--- src/rtl/analysis_mode_arbiter_if.sv ---
// Bundle of the per-engine control/status signals shared between the
// analysis-mode arbiter and its environment. clk/rst_n stay plain ports.
//
// Signalling: there is no valid/ready back-pressure on this bus.
// i_buffer_ready, i_engine_done, o_trigger and o_dropped are single-cycle
// pulses sampled on the rising clk edge. i_engine_busy is a level.
// i_mode_req is asynchronous and is synchronised inside the arbiter.
interface analysis_mode_arbiter_if #(
  parameter int NUM_ENGINES = 4,
  parameter int SEL_WIDTH   = 2,
  parameter int ADDR_WIDTH  = 9
);
  logic [SEL_WIDTH-1:0]              i_mode_req;
  logic                              i_buffer_ready;
  logic [NUM_ENGINES*ADDR_WIDTH-1:0] i_engine_addr;
  logic [NUM_ENGINES-1:0]            i_engine_busy;
  logic [NUM_ENGINES-1:0]            i_engine_done;
  logic [NUM_ENGINES-1:0]            o_trigger;
  logic [ADDR_WIDTH-1:0]             o_buffer_addr;
  logic [SEL_WIDTH-1:0]              o_active_sel;
  logic                              o_switching;
  logic [15:0]                       o_frame_count;
  logic                              o_dropped;
  logic                              o_timeout;
  logic [1:0]                        o_dbg_state;

  // Environment side: drives requests and engine status.
  modport master (
    output i_mode_req, i_buffer_ready, i_engine_addr, i_engine_busy, i_engine_done,
    input  o_trigger, o_buffer_addr, o_active_sel, o_switching, o_frame_count,
           o_dropped, o_timeout, o_dbg_state
  );

  // Arbiter side.
  modport slave (
    input  i_mode_req, i_buffer_ready, i_engine_addr, i_engine_busy, i_engine_done,
    output o_trigger, o_buffer_addr, o_active_sel, o_switching, o_frame_count,
           o_dropped, o_timeout, o_dbg_state
  );
endinterface

--- src/rtl/analysis_mode_arbiter.sv ---
// Analysis-mode arbiter: hands the shared audio buffer to one of
// NUM_ENGINES analysis engines, selected by an asynchronous switch input.
// A mode change waits for the owning engine to go idle (DRAIN), then holds
// off triggers for SETTLE_CYCLES (SETTLE) before the new engine may start.
// Optional feature macro: ARB_WATCHDOG_EN adds a watchdog that bounds the
// time spent in RUN/DRAIN and raises a sticky o_timeout flag.
module analysis_mode_arbiter #(
  parameter int NUM_ENGINES   = 4,
  parameter int SEL_WIDTH     = 2,
  parameter int ADDR_WIDTH    = 9,
  parameter int SETTLE_CYCLES = 16,
  parameter int WDOG_CYCLES   = 1048576
) (
  input  logic                    clk,
  input  logic                    rst_n,
  analysis_mode_arbiter_if.slave  bus
);

  localparam int SCW = (SETTLE_CYCLES > 1) ? $clog2(SETTLE_CYCLES) : 1;

  // Reject parameter sets the arbiter cannot implement.
  if (NUM_ENGINES < 2 || NUM_ENGINES > 8 || (1 << SEL_WIDTH) < NUM_ENGINES ||
      SETTLE_CYCLES < 1 || WDOG_CYCLES < 1) begin : g_param_check
    $error("analysis_mode_arbiter: illegal parameter combination");
  end

  typedef enum logic [1:0] {
    ST_IDLE   = 2'd0,
    ST_RUN    = 2'd1,
    ST_DRAIN  = 2'd2,
    ST_SETTLE = 2'd3
  } state_t;

  state_t                 state_q, state_d;
  logic [SEL_WIDTH-1:0]   sync1_q, sync2_q;
  logic [SEL_WIDTH-1:0]   active_q, active_d;
  logic [15:0]            frame_q, frame_d, frame_inc;
  logic [NUM_ENGINES-1:0] trig_q, trig_d;
  logic                   drop_q, drop_d;
  logic [SCW-1:0]         settle_q, settle_d;
  logic [NUM_ENGINES-1:0] act_onehot;
  logic [ADDR_WIDTH-1:0]  addr_mux;
  logic                   act_done, act_busy, req_diff;
  logic                   wdog_expire;

  // Two-flop synchroniser for the switch input.
  always_ff @(posedge clk or negedge rst_n) begin
    if (!rst_n) begin
      sync1_q <= '0;
      sync2_q <= '0;
    end else begin
      sync1_q <= bus.i_mode_req;
      sync2_q <= sync1_q;
    end
  end

  // Decode the owning engine: one-hot select, its status bits and its address.
  always_comb begin
    act_onehot = '0;
    addr_mux   = '0;
    for (int k = 0; k < NUM_ENGINES; k++) begin
      if (active_q == SEL_WIDTH'(k)) begin
        act_onehot[k] = 1'b1;
        addr_mux      = bus.i_engine_addr[k*ADDR_WIDTH +: ADDR_WIDTH];
      end
    end
  end

  assign act_done  = |(bus.i_engine_done & act_onehot);
  assign act_busy  = |(bus.i_engine_busy & act_onehot);
  // Out-of-range requests behave as if they asked for the current engine.
  assign req_diff  = (32'(sync2_q) < NUM_ENGINES) && (sync2_q != active_q);
  assign frame_inc = (frame_q == 16'hFFFF) ? frame_q : frame_q + 16'd1;

`ifdef ARB_WATCHDOG_EN
  localparam int WDW = $clog2(WDOG_CYCLES + 1);
  logic [WDW-1:0] wdog_q, wdog_d;
  logic           timeout_q;

  // Expiry fires on the WDOG_CYCLES-th consecutive cycle in RUN/DRAIN.
  assign wdog_expire = ((state_q == ST_RUN) || (state_q == ST_DRAIN)) &&
                       (wdog_q == WDW'(WDOG_CYCLES - 1));

  // Watchdog counter restarts on every entry into RUN or DRAIN.
  always_comb begin
    wdog_d = '0;
    if (((state_d == ST_RUN) || (state_d == ST_DRAIN)) && (state_d != state_q))
      wdog_d = '0;
    else if ((state_q == ST_RUN) || (state_q == ST_DRAIN))
      wdog_d = wdog_q + WDW'(1);
  end

  // Watchdog counter and sticky timeout flag.
  always_ff @(posedge clk or negedge rst_n) begin
    if (!rst_n) begin
      wdog_q    <= '0;
      timeout_q <= 1'b0;
    end else begin
      wdog_q    <= wdog_d;
      timeout_q <= timeout_q | wdog_expire;
    end
  end

  assign bus.o_timeout = timeout_q;
`else
  assign wdog_expire   = 1'b0;
  assign bus.o_timeout = 1'b0;
`endif

  // Next-state and registered-output logic of the ownership FSM.
  always_comb begin
    state_d  = state_q;
    active_d = active_q;
    frame_d  = frame_q;
    trig_d   = '0;
    drop_d   = 1'b0;
    settle_d = settle_q;
    case (state_q)
      ST_IDLE: begin
        if (req_diff) begin
          // A pending switch wins; a coincident frame is not forwarded.
          state_d = ST_DRAIN;
          drop_d  = bus.i_buffer_ready;
        end else if (bus.i_buffer_ready) begin
          trig_d  = act_onehot;
          state_d = ST_RUN;
        end
      end
      ST_RUN: begin
        drop_d = bus.i_buffer_ready;
        if (act_done) begin
          frame_d = frame_inc;
          state_d = ST_IDLE;
        end else if (wdog_expire) begin
          state_d = ST_IDLE;
        end else if (req_diff) begin
          state_d = ST_DRAIN;
        end
      end
      ST_DRAIN: begin
        drop_d = bus.i_buffer_ready;
        if (act_done) frame_d = frame_inc;
        if (!req_diff) begin
          state_d = ST_IDLE;
        end else if ((!act_busy && !act_done) || wdog_expire) begin
          active_d = sync2_q;
          frame_d  = '0;
          settle_d = '0;
          state_d  = ST_SETTLE;
        end
      end
      ST_SETTLE: begin
        drop_d = bus.i_buffer_ready;
        if (settle_q == SCW'(SETTLE_CYCLES - 1)) state_d = ST_IDLE;
        else                                     settle_d = settle_q + SCW'(1);
      end
      default: state_d = ST_IDLE;
    endcase
  end

  // FSM state and registered outputs.
  always_ff @(posedge clk or negedge rst_n) begin
    if (!rst_n) begin
      state_q  <= ST_IDLE;
      active_q <= '0;
      frame_q  <= '0;
      trig_q   <= '0;
      drop_q   <= 1'b0;
      settle_q <= '0;
    end else begin
      state_q  <= state_d;
      active_q <= active_d;
      frame_q  <= frame_d;
      trig_q   <= trig_d;
      drop_q   <= drop_d;
      settle_q <= settle_d;
    end
  end

  assign bus.o_trigger     = trig_q;
  assign bus.o_dropped     = drop_q;
  assign bus.o_frame_count = frame_q;
  assign bus.o_active_sel  = active_q;
  assign bus.o_buffer_addr = addr_mux;
  assign bus.o_switching   = (state_q == ST_DRAIN) || (state_q == ST_SETTLE);
  assign bus.o_dbg_state   = state_q;

endmodule

--- src/flat_wrapper.sv ---
// flat-port wrapper written by rule: the top's interface ports become plain ports
module analysis_mode_arbiter_flat 
#(
  parameter int NUM_ENGINES   = 4,
  parameter int SEL_WIDTH     = 2,
  parameter int ADDR_WIDTH    = 9,
  parameter int SETTLE_CYCLES = 16,
  parameter int WDOG_CYCLES   = 1048576
)
  (clk, rst_n, bus_i_mode_req, bus_i_buffer_ready, bus_i_engine_addr, bus_i_engine_busy, bus_i_engine_done, bus_o_trigger, bus_o_buffer_addr, bus_o_active_sel, bus_o_switching, bus_o_frame_count, bus_o_dropped, bus_o_timeout, bus_o_dbg_state);
  analysis_mode_arbiter_if #(.NUM_ENGINES(NUM_ENGINES), .SEL_WIDTH(SEL_WIDTH), .ADDR_WIDTH(ADDR_WIDTH)) bus_i ();
  input  logic clk;
  input  logic rst_n;
  input wire logic [$bits(bus_i.i_mode_req)-1:0] bus_i_mode_req;
  input wire logic [$bits(bus_i.i_buffer_ready)-1:0] bus_i_buffer_ready;
  input wire logic [$bits(bus_i.i_engine_addr)-1:0] bus_i_engine_addr;
  input wire logic [$bits(bus_i.i_engine_busy)-1:0] bus_i_engine_busy;
  input wire logic [$bits(bus_i.i_engine_done)-1:0] bus_i_engine_done;
  output wire logic [$bits(bus_i.o_trigger)-1:0] bus_o_trigger;
  output wire logic [$bits(bus_i.o_buffer_addr)-1:0] bus_o_buffer_addr;
  output wire logic [$bits(bus_i.o_active_sel)-1:0] bus_o_active_sel;
  output wire logic [$bits(bus_i.o_switching)-1:0] bus_o_switching;
  output wire logic [$bits(bus_i.o_frame_count)-1:0] bus_o_frame_count;
  output wire logic [$bits(bus_i.o_dropped)-1:0] bus_o_dropped;
  output wire logic [$bits(bus_i.o_timeout)-1:0] bus_o_timeout;
  output wire logic [$bits(bus_i.o_dbg_state)-1:0] bus_o_dbg_state;
  assign bus_i.i_mode_req = bus_i_mode_req;
  assign bus_i.i_buffer_ready = bus_i_buffer_ready;
  assign bus_i.i_engine_addr = bus_i_engine_addr;
  assign bus_i.i_engine_busy = bus_i_engine_busy;
  assign bus_i.i_engine_done = bus_i_engine_done;
  assign bus_o_trigger = bus_i.o_trigger;
  assign bus_o_buffer_addr = bus_i.o_buffer_addr;
  assign bus_o_active_sel = bus_i.o_active_sel;
  assign bus_o_switching = bus_i.o_switching;
  assign bus_o_frame_count = bus_i.o_frame_count;
  assign bus_o_dropped = bus_i.o_dropped;
  assign bus_o_timeout = bus_i.o_timeout;
  assign bus_o_dbg_state = bus_i.o_dbg_state;
  analysis_mode_arbiter #(.NUM_ENGINES(NUM_ENGINES), .SEL_WIDTH(SEL_WIDTH), .ADDR_WIDTH(ADDR_WIDTH), .SETTLE_CYCLES(SETTLE_CYCLES), .WDOG_CYCLES(WDOG_CYCLES)) u_core (.clk(clk), .rst_n(rst_n), .bus(bus_i));
endmodule
--- config.mk ---
export PLATFORM = sky130hd
export DESIGN_NAME = analysis_mode_arbiter_flat
export DESIGN_NICKNAME = d
export VERILOG_FILES = /design/src/rtl/analysis_mode_arbiter_if.sv /design/src/rtl/analysis_mode_arbiter.sv /design/src/flat_wrapper.sv
export SDC_FILE = /design/constraint.sdc
export NUM_CORES = 1
export LEC_CHECK = 0
export BUFFER_PORTS_ARGS = -buffer_cell sky130_fd_sc_hd__clkbuf_2
export CORE_MARGIN = 2
export CORE_UTILIZATION = 46
export DETAILED_ROUTE_END_ITERATION = 10
export GPL_TIMING_DRIVEN = 0
export PLACE_DENSITY_LB_ADDON = 0.12
export SETUP_SLACK_MARGIN = 0.15
export SLEW_MARGIN = 30
export SYNTH_ARGS = -nofsm -noshare
export SYNTH_HDL_FRONTEND = slang
export SYNTH_SLANG_ARGS = --single-unit
--- constraint.sdc ---
create_clock -name clk -period 5.4 [get_ports clk]
set_clock_uncertainty 0.2 [all_clocks]
set_input_delay 0.27 -clock clk [delete_from_list [all_inputs] [get_ports clk]]
set_output_delay 0.27 -clock clk [all_outputs]
set_load 0.05 [all_outputs]
==> run summary <==
Compared with the post-synthesis result, the final layout area differs by 30.63%. The top cell types in the final layout, fill and taps aside, are sky130_fd_sc_hd__clkbuf_2, sky130_fd_sc_hd__dfrtp_1, sky130_fd_sc_hd__nor2_1. The maximum fanout along the worst path is 10. The via count of the routed design is 1,815.

The number of global-route vias before repair is 1,765. Tracing the worst setup path back leads to its startpoint at u_core.bus.o_active_sel[0]$_DFFE_PN0P_. The worst setup path is of the reg -> reg kind.

The floorplan step set the die height to 69.77 um. The number of inserted diodes came out at 0. The clock reaches the later pin of the worst-skew pair after 0.28 ns.

The number of hold violations in the final report came out at 0. Along the worst hold path, the cell count comes to 2. The worst hold path terminates at u_core.bus.o_dropped$_DFF_PN0_.

Entering global routing, the biggest net connects 34 pins. The share of flip-flops with an asynchronous set or reset came out at 100.0%. In the final layout, the share of cells above drive strength 1 is 40.21%. The worst hold path belongs to the class in -> reg. The leakage power of the design came out at 1.235 nW. The clock period minus worst slack is 2.716 ns. The worst reg-to-reg path cell count came out at 6.

In this run the clock root is driven by a sky130_fd_sc_hd__clkbuf_8. The clock transition at the register clock pins on the worst setup and hold paths after CTS is 0.07 ns. The total global routing track utilization came out at 19.73%. The total overflow reported by the global router came out at 0.

The final design utilization came out at 63.59%. The initialized floorplan defines 23 standard-cell rows. The port buffer count came out at 83. Timing analysis after detailed placement gives a worst setup slack of 2.666 ns. Synthesis produced 187 cells. The transition time at the pin with the least slew margin came out at 0.8271 ns.

The floorplan die area came out at 4867 um^2. The number of max-slew violations in the final report came out at 0. The final routed wirelength across all metal layers came out at 4693 um. The congestion estimate from routability-driven global placement came to 0.8167. The count of nets left with antenna violations once routing finished came out at 0. The sequential area share after synthesis is 41.51%. Setup violations remaining at the end of the flow were counted as 0. The largest buffer count on any clock path came out at 2. In this run the critical register-to-register path is captured at u_core.bus.o_frame_count[6]$_DFFE_PN0P_. The filler cell count in the final layout is 365. The startpoint identified for the worst hold timing path is bus_i_buffer_ready. The synthesized netlist net count is 243. In this run the power density over the cells is 520.5 nW/um^2. The wire length of the first global-routing pass came out at 7893 um. The worst-case IR drop observed on VDD is 330.2 uV. The total area of multi-input combinational cells is 1091 um^2. Dividing the final minimum period by the clock period gives 50.30%. STA puts the critical path data required time at 5.35 ns. STA classifies the critical path startpoint as a register. The worst path arrival time came out at 2.67 ns. The final-layout setup total negative slack came out at 0 ns. After detailed routing, the number of remaining DRC violations is 0. The main flop type after synthesis is sky130_fd_sc_hd__dfrtp_1.

The TritonCTS buffer count came out at 5. The final worst setup slack came out at 2.684 ns. The most common cell after layout, fill and taps aside is sky130_fd_sc_hd__clkbuf_2. The worst register-to-register path begins at u_core.bus.o_active_sel[0]$_DFFE_PN0P_. In this run the horizontal extent of the chip is 69.77 um. The CTS H-tree depth is 2. Including well taps, the total number of placed cells is 320. The flow ran to the end, and the final reports show no timing, DRC or antenna violations. The reg2reg setup slack is 2.68 ns. Setup repair after global routing left no endpoint under its margin. The area of the mapped netlist came out at 1989 um^2. The initial core utilization is 48.68%. In this run, distinct cell masters in the synthesized netlist total 47. The number of synthesized register bits is 33.

Based on the critical path, the design can be clocked at up to 0.3681 GHz. The HPWL after detailed placement is 3592 um. The initial antenna violation count is 0. The register area came out at 825.8 um^2. The area inside the core boundary came out at 4086 um^2. The number of violations reported at the end of detailed-routing iteration 0 came out at 109. The kind of end point of the critical path is a register.

The worst max-slew margin expressed relative to the limit is 44.86%. The average cell area after synthesis is 10.64 um^2. The number of max-cap violations came out at 0. TritonCTS built the clock tree. The count of flip-flops with a built-in enable after synthesis is 0. For this design, the sink count on the clock tree is 33. The post-detailed-route wirelength per cell is 14.18 um. After the flow finishes, the layout carries non-filler instances totaling 331.

The final net count is 336. Once the clock tree was built, the resizer swapped 0 gates to a different size. After detailed routing, the number of vias per cell comes to 5.483. The number of iterations in the first detailed-routing pass came out at 4.

The number of top-level pins came out at 85. The number of synthesis warnings came out at 0.
==> worst max-delay path by stage <==
stage,end,slack (ns)
after floorplan,u_core.settle_q[0]$_DFFE_PN0P_,2.60
after global placement,u_core.bus.o_frame_count[3]$_DFFE_PN0P_,2.66
after detailed placement,u_core.bus.o_frame_count[5]$_DFFE_PN0P_,2.67
after CTS,u_core.bus.o_frame_count[5]$_DFFE_PN0P_,2.64
after global routing,u_core.bus.o_frame_count[3]$_DFFE_PN0P_,2.49
final,u_core.bus.o_frame_count[6]$_DFFE_PN0P_,2.68
==> critical path: stages, from the launching register on <==
cell	delay [ns]
sky130_fd_sc_hd__dfrtp_1	0.38
sky130_fd_sc_hd__buf_6	0.15
sky130_fd_sc_hd__mux4_2	0.58
sky130_fd_sc_hd__or2_4	0.30
sky130_fd_sc_hd__nor3_1	0.47
sky130_fd_sc_hd__clkbuf_1	0.41
sky130_fd_sc_hd__nor2_1	0.10
==> where the power goes <==
part / switching, mW / total, mW / internal [mW]
clock network: 0.0877 / 0.203 / 0.115
logic: 0.551 / 0.822 / 0.271
registers: 0.0408 / 0.328 / 0.287
total: 0.680 / 1.35 / 0.673
==> sequential cells by signal, indices dropped and copies added, names as in the netlist <==
register                  cells
u_core.sync1_q                2
u_core.bus.o_trigger          4
u_core.bus.o_active_sel       2
u_core.bus.o_frame_count     16
u_core.bus.o_dropped          1
u_core.bus.o_dbg_state        2
u_core.settle_q               4
u_core.sync2_q                2
==> cell usage after synthesis, types with 4 or more instances <==
master / count / share of area [%]
sky130_fd_sc_hd__nand2_1: 10 / 1.9
sky130_fd_sc_hd__ha_1: 7 / 4.4
sky130_fd_sc_hd__a21oi_1: 5 / 1.3
sky130_fd_sc_hd__nand3_1: 8 / 2.0
sky130_fd_sc_hd__nor4_1: 4 / 1.3
sky130_fd_sc_hd__mux4_2: 10 / 11
sky130_fd_sc_hd__nor3_1: 9 / 2.3
sky130_fd_sc_hd__inv_1: 7 / 1.3
sky130_fd_sc_hd__nand4_1: 7 / 2.2
sky130_fd_sc_hd__o21ai_0: 5 / 1.3
sky130_fd_sc_hd__clkbuf_1: 5 / 0.94
sky130_fd_sc_hd__xnor2_1: 12 / 5.3
sky130_fd_sc_hd__dfrtp_1: 33 / 42
sky130_fd_sc_hd__nor2_1: 18 / 3.4
==> cell type report <==
cell class | instances | share of cell area (%)
Clock inverter | 1 | 0.1926
Tap cell | 50 | 2.407
Clock buffer | 7 | 3.707
Buffer | 9 | 1.781
Sequential cell | 33 | 31.78
Multi-Input combinational cell | 138 | 41.98
Timing Repair Buffer | 86 | 17.14
Inverter | 7 | 1.011
==> cell families (layout without fill, tap and decap cells) <==
group,Yosys count,in the layout,synth area share (%)
AOI/OAI and AO/OA,28,28,10.00
and+or+nand+nor,76,76,20.69
muxes,14,14,14.28
xor gates and xnor gates,12,12,5.283
buffers and inverters,16,110,3.648
DFF,33,33,41.51
other,1,1,0.1885
adders and majority gates,7,7,4.402
==> what timing repair did <==
item | in CTS | in global routing
hold endpoints to repair | 35 | 0
setup buffers | 0 | 0
hold buffers | 3 | 0
==> metal layers <==
metal | routed length, um | GRT usage (%)
met3 | 174 | 3.634
met2 | 2367 | 33.44
met5 | 0 | 0
met1 | 2078 | 25.78
met4 | 72 | 5.769
==> per-stage QoR <==
stage                     area [um^2]  power (mW)  hold WS, ns
after floorplan                  1989      0.9840      -0.2256
after CTS                        2599       1.361      0.05586
final                            2599       1.353      0.05912
after global routing             2599       1.434      0.08535
after global placement           2467       1.145       0.1326
after detailed placement         2467       1.153       0.1362
Note: power is estimated with default switching activity, not from simulation.
